===== src/rtl/sync_ram_sequence_reader.sv =====
// Read-side sequencer for a small synchronous RAM: walks addresses 0..limite,
// presents each word over valid/ready and pulses done once the last word is accepted.
module sync_ram_sequence_reader #(
    parameter int unsigned ADDR_W = 4,
    parameter int unsigned DATA_W = 4
) (
    input  logic              clk,
    input  logic              reset,
    input  logic              start,
    input  logic              abort,
    input  logic [ADDR_W-1:0] limite,
    output logic [ADDR_W-1:0] ram_addr,
    output logic              ram_we,
    output logic [DATA_W-1:0] ram_data,
    input  logic [DATA_W-1:0] ram_q,
    output logic [DATA_W-1:0] dado,
    output logic              dado_valid,
    input  logic              dado_ready,
    output logic              busy,
    output logic              done
);

    typedef enum logic [2:0] {
        StIdle,
        StFetch,
        StCapture,
        StPresent,
        StDone
    } state_t;

    state_t            state;
    logic [ADDR_W-1:0] counter;
    logic [ADDR_W-1:0] limite_reg;

    always_ff @(posedge clk or posedge reset) begin
        if (reset) begin
            state      <= StIdle;
            counter    <= '0;
            limite_reg <= '0;
            dado       <= '0;
            dado_valid <= 1'b0;
            done       <= 1'b0;
        end else begin
            done <= 1'b0;
            // Abort outranks every other transition; it never produces a done pulse.
            if (abort && (state != StIdle)) begin
                state      <= StIdle;
                dado_valid <= 1'b0;
            end else begin
                unique case (state)
                    StIdle: begin
                        if (start && !abort) begin
                            counter    <= '0;
                            limite_reg <= limite;
                            state      <= StFetch;
                        end
                    end
                    StFetch: begin
                        state <= StCapture;
                    end
                    StCapture: begin
                        dado       <= ram_q;
                        dado_valid <= 1'b1;
                        state      <= StPresent;
                    end
                    StPresent: begin
                        if (dado_ready) begin
                            dado_valid <= 1'b0;
                            // Compare before incrementing so a full-depth run never wraps to 0.
                            if (counter == limite_reg) begin
                                done  <= 1'b1;
                                state <= StDone;
                            end else begin
                                counter <= counter + 1'b1;
                                state   <= StFetch;
                            end
                        end
                    end
                    StDone: begin
                        state <= StIdle;
                    end
                    default: begin
                        state <= StIdle;
                    end
                endcase
            end
        end
    end

    assign busy     = (state == StFetch) || (state == StCapture) || (state == StPresent);
    assign ram_addr = counter;
    assign ram_we   = 1'b0;
    assign ram_data = '0;

endmodule


===== config.mk =====
export PLATFORM = sky130hd
export DESIGN_NAME = sync_ram_sequence_reader
export DESIGN_NICKNAME = d
export VERILOG_FILES = /design/src/rtl/sync_ram_sequence_reader.sv
export SDC_FILE = /design/constraint.sdc
export NUM_CORES = 1
export LEC_CHECK = 0
export BUFFER_PORTS_ARGS = -buffer_cell sky130_fd_sc_hd__clkbuf_2
export CAP_MARGIN = 20
export CORE_UTILIZATION = 55
export CTS_BUF_LIST = sky130_fd_sc_hd__clkbuf_8
export DETAILED_ROUTE_END_ITERATION = 7
export GPL_TIMING_DRIVEN = 0
export PLACE_DENSITY = 0.91
export SLEW_MARGIN = 20
export SYNTH_ARGS = -nofsm -noshare
export SYNTH_HDL_FRONTEND = slang
export SYNTH_SLANG_ARGS = --single-unit

===== constraint.sdc =====
create_clock -name clk -period 3.7 [get_ports clk]
set_input_delay 0 -clock clk [delete_from_list [all_inputs] [get_ports clk]]
set_output_delay 0 -clock clk [all_outputs]
set_load 0.05 [all_outputs]

-- Word-level counts from Yosys, hierarchy flattened
Index checks and enable logic that the tools add are counted.
W data, S select, Z words.
- flip-flop bits (word level): 17
- input port bits: 13
- add/subtract/negate cells: 1
- eq/ne operators: 9
- muxes and demuxes: 16
- bitwise gates (word level): 1
- reduce and logical (&&, ||, !) cells: 14
- operators with widths (kind ; number):
    $mux W3 ; 4
    $mux W4 ; 3
    $pmux W3 S4 ; 1
    $pmux W4 S2 ; 1
    $eq A3 B2 Y1 const B ; 2
    $mux W1 ; 6
    $ne A2 B2 Y1 const B ; 3
    $ne A3 B3 Y1 const B ; 2
    $reduce_and A2 Y1 ; 3
    $reduce_bool A3 Y1 ; 2
    $reduce_and A5 Y1 ; 1
    $add A4 B1 Y4 const B ; 1
    $eq A4 B4 Y1 ; 1
    $eq A3 B1 Y1 const B ; 1
    $logic_not A3 Y1 ; 1
    $reduce_and A3 Y1 ; 1
    $logic_and A1 B1 Y1 ; 2
    $logic_or A1 B1 Y1 ; 2
    $pmux W1 S2 ; 1
    $reduce_bool A2 Y1 ; 1
    $logic_not A1 Y1 ; 1
    $not A1 Y1 ; 1

-- Logic depth before layout (Yosys ltp)
- depth after elaboration: 5
- gate-level depth with buffers: 5

-- Worst setup path before layout
Ideal clock, no wire load.
- kind: register -> register
- start: register counter[0] (netlist: ram_addr[0])
- end: register counter[3] (netlist: ram_addr[3])
- setup time: 0.087 ns
- arrival time: 1.422 ns
- data required time: 3.613 ns
- slack: 2.191 ns
- stages on the path, launching flop included: 5
- cell sequence: dfrtp_1 xnor2_1 nand4_2 and2_1 o211ai_1
- cells in the longest elaborated chain, start to end: 4
- ends and longest elaborated chain (item ; RTL line ; RTL):
    start, declared ; 32 ; logic [ADDR_W-1:0] counter;
    start signal, assigned ; 74 ; counter <= counter + 1'b1;
    $add A4 B1 Y4 ; 74 ;
    $mux W4 ; 70 ; if (counter == limite_reg) begin
    $mux W4 ; 67 ; if (dado_ready) begin
    $pmux W4 S2 ; 50 ; unique case (state)
Several ways; a longest one is shown, not always the timed one. The select of a mux whose other input is x is not followed.
A chain may end at the register's enable or synchronous reset.

-- Final worst setup path
- start: register state[2]
- end: register dado[0]
- cells in the longest elaborated chain, start to end: 4
- ends and longest elaborated chain (item ; RTL line ; RTL):
    start, declared ; 31 ; state_t state;
    start signal, assigned ; 37 ; state <= StIdle;
    start signal, assigned ; 47 ; state <= StIdle;
    start signal, assigned ; 55 ; state <= StFetch;
    $reduce_bool A3 Y1 ; 46 ; if (abort && (state != StIdle)) begin
    $logic_and A1 B1 Y1 ; 46 ;
    $not A1 Y1 (no line) ; -- ;
    $reduce_and A2 Y1 (no line) (*) ; -- ;
    end signal, assigned ; 62 ; dado <= ram_q;
    end, declared ; 16 ; output logic [DATA_W-1:0] dado,
Every way passes the cells marked *; elsewhere a longest branch is shown, timed or not.

==> summary.txt <==
Outcome
  – Status: finished, final reports clean

STA
  – Setup TNS Final: 0 ps
  – Final worst slack: between 2000 and 2500 ps
  – Worst-margin pin slew: 627 ps
  – Setup Skew: roughly 0.77 ps
  – Hold Vio Cnt, Final: 0
  – Setup violations, final: 0
  – Period Utilization, post-route: around 39%
  – RSZ-0062 raised after global routing: no
  – F_max: 698 MHz
  – Min Tclk post-route: roughly 1400 ps
  – Slew Limit Fails: 0
  – Rel. slew slack: roughly three fifths

Critical path
  – Worst setup SP type: register
  – Worst path max stage delay: roughly 440 ps
  – CP max FO: 8
  – Slowest cell on crit path: nor4b_4
  – Buf/Inv on CP: 1
  – CP top delay family: simple AND/OR/NAND/NOR gates
  – Critical path depth in cells: 3
  – CP Data Arrival Time: approximately 1600 ps
  – WP data required: 3830 ps
  – Worst path cell trace: buf_6 -> nor4b_4 -> mux2_4
  – Worst Setup End Kind: register
  – R2R depth: 3
  – CP Class: register to register

Pwr
  – Pwr dens: around 510 mW/mm^2
  – VDD IR max: approximately 0.28 mV
  – Leakage: 0.000591 uW

CTS
  – Root Driver: clkbuf_8
  – CTS Hold Bufs: 8
  – Bufs on Longest Clock Path: 2
  – Sink Count: 17
  – CTS H-tree depth: 1
  – CTS resizes: 0
  – TritonCTS buffer count: 3
  – Post CTS Setup Buffer Count: 0
  – Worst skew pair latency: around 240 ps
  – TritonCTS clock tree: yes
  – Clk pin slew, worst setup/hold paths: ~60 ps

Yosys
  – Synthesized cell area: 903 sq um
  – Post-synth ARST share: 100%
  – Synth Register Bits: 17
  – Yosys top cell area share: roughly 47%
  – Synth warn: 0
  – Most frequent cells after synthesis: dfrtp_1, nand2_1, buf_4, nor2_1
  – Count leader, synth: dfrtp_1
  – Register area share after synthesis: between 40% and 50%
  – EDFF count, synth: 0
  – Average size of a mapped cell: between 10 and 15 sq um
  – Primary FF master, synth: dfrtp_1
  – Unique cell type count in the Yosys netlist: 28
  – Mapped Cells: a little under 80
  – Leading area contributor after synthesis: dfrtp_1
  – Area contributors post-synth: dfrtp_1, mux2_4, mux2_2

Layout
  – Fillers: 95
  – Layout area overhead: 31.6%
  – Layout cells sized above 1: roughly 40%
  – Nets@finish: between 100 and 150
  – Number of antenna cells inserted: 0

Routing
  – Drt total wl: approximately 1700 microns
  – Post-DRT Antenna Nets: 0
  – Iter 0 DRT Violations: 9
  – Via count: 660
  – TritonRoute pass-1 iters: 4
  – Post-DR wirelength/cell: approximately 12 microns
  – Residual DRC count: 0
  – Via/cell ratio: 4.93

Min path
  – Hold Path Depth: 3
  – Hold Crit Class: primary input to register

Floorplanning
  – Core Rows: 14
  – # IOs: 29
  – Die area: approximately 0.0018 sq mm
  – Die Height: about 43 microns
  – Initial Utilization: roughly three fifths
  – Core area: between 0.0015 and 0.002 sq mm
  – Die Width: about 43 microns

Global routing
  – First-pass GRT wire length: around 2900 microns
  – GRT Residual Overflow: 0
  – Total track usage: 20.9%
  – Antenna violations before repair: 0
  – Largest net degree at the start of global routing: 18
  – Vias in the first global route: roughly 670

Place
  – Placement Setup Slack: 2260 ps
  – GP Congestion: 0.827
  – DP Wirelength: ~1200 microns
  – Port bufs: 23

Flow run
  – Maximum Capacitance Violations: 0
-- layout by cell type, fill, tap and decap left out, types with 4 or more instances in the layout --
master         Yosys  layout
buf_4              5       5
clkbuf_2           0      23
conb_1             1       5
dfrtp_1           17      17
dlygate4sd3_1      0       9
mux2_2             4       4
mux2_4             4       4
nand2_1            7       7
nand3_1            4       4
nor2_1             5       5
xnor2_1            4       4
-- kinds of logic (layout without fill, tap and decap cells) --
kind of cell,after synthesis,in the layout,synth area share (%)
XOR/XNOR,4,4,3.88
multiplexers,11,11,15.0
buffers and inverters,9,45,6.79
adder cells (fa/ha/maj),1,1,1.38
AND/OR/NAND/NOR,31,31,22.7
other,1,5,0.415
AO/OA/AOI/OAI,4,4,2.77
flip-flops,17,17,47.1
-- tightest hold or removal path: stages --
cell and delay (ps):
clkbuf_2 90, o21ai_0 150, nor3_1 50
-- per-stage QoR --
step / cells / instance area [sq um] / hold slack (ps) / power, uW / utilization (%)
floorplan: 82 / 918 / -73.9 / 428 / -
global placement: 121 / 1050 / 89.8 / 469 / 69.1
detailed placement: 121 / 1050 / 96.9 / 478 / 69.1
CTS: 133 / 1180 / 1.67 / 617 / 77.3
global route: 134 / 1190 / 123 / 641 / 78.0
finish: 134 / 1190 / 95.0 / 612 / 78.0
-- area by class of cell --
type / count / area (sq um) / share of cell area [%]
Multi-Input combinational cell: 56 / 432 / 36.3
Sequential cell: 17 / 425 / 35.8
Timing Repair Buffer: 32 / 205 / 17.3
Buffer: 7 / 53.8 / 4.53
Clock buffer: 3 / 41.3 / 3.47
Tap cell: 16 / 20.0 / 1.68
Inverter: 2 / 7.51 / 0.632
Clock inverter: 1 / 3.75 / 0.316
-- worst paths after layout --
check | startpoint | endpoint | slack, ps
max | state[2]$_DFFE_PP0P_ | dado[0]$_DFFE_PP0P_ | 2270
min | start | state[0]$_DFFE_PP0P_ | 100
max reg2reg | state[2]$_DFFE_PP0P_ | dado[0]$_DFFE_PP0P_ | 2270
min reg2reg | dado[3]$_DFFE_PP0P_ | dado[3]$_DFFE_PP0P_ | 520
max in group asynchronous | reset | dado[0]$_DFFE_PP0P_ | 2930
min in group asynchronous | reset | limite_reg[3]$_DFFE_PP0P_ | 370
-- report_power, final --
part           internal [uW]  leakage (uW)  switching [uW]  total, uW
sequential               223      0.000216            25.7        248
combinational           82.8      0.000348             150        233
clock                   73.3     0.0000269            57.4        131
total                    379      0.000591             233        612
-- layer usage --
layer | global-route usage, % | part of all wire (%)
met5 | 0 | 0
met4 | 1.88 | 0
met3 | 3.88 | 3.6
met2 | 38.2 | 54
met1 | 26.7 | 42
(Power assumes the default switching activity.)
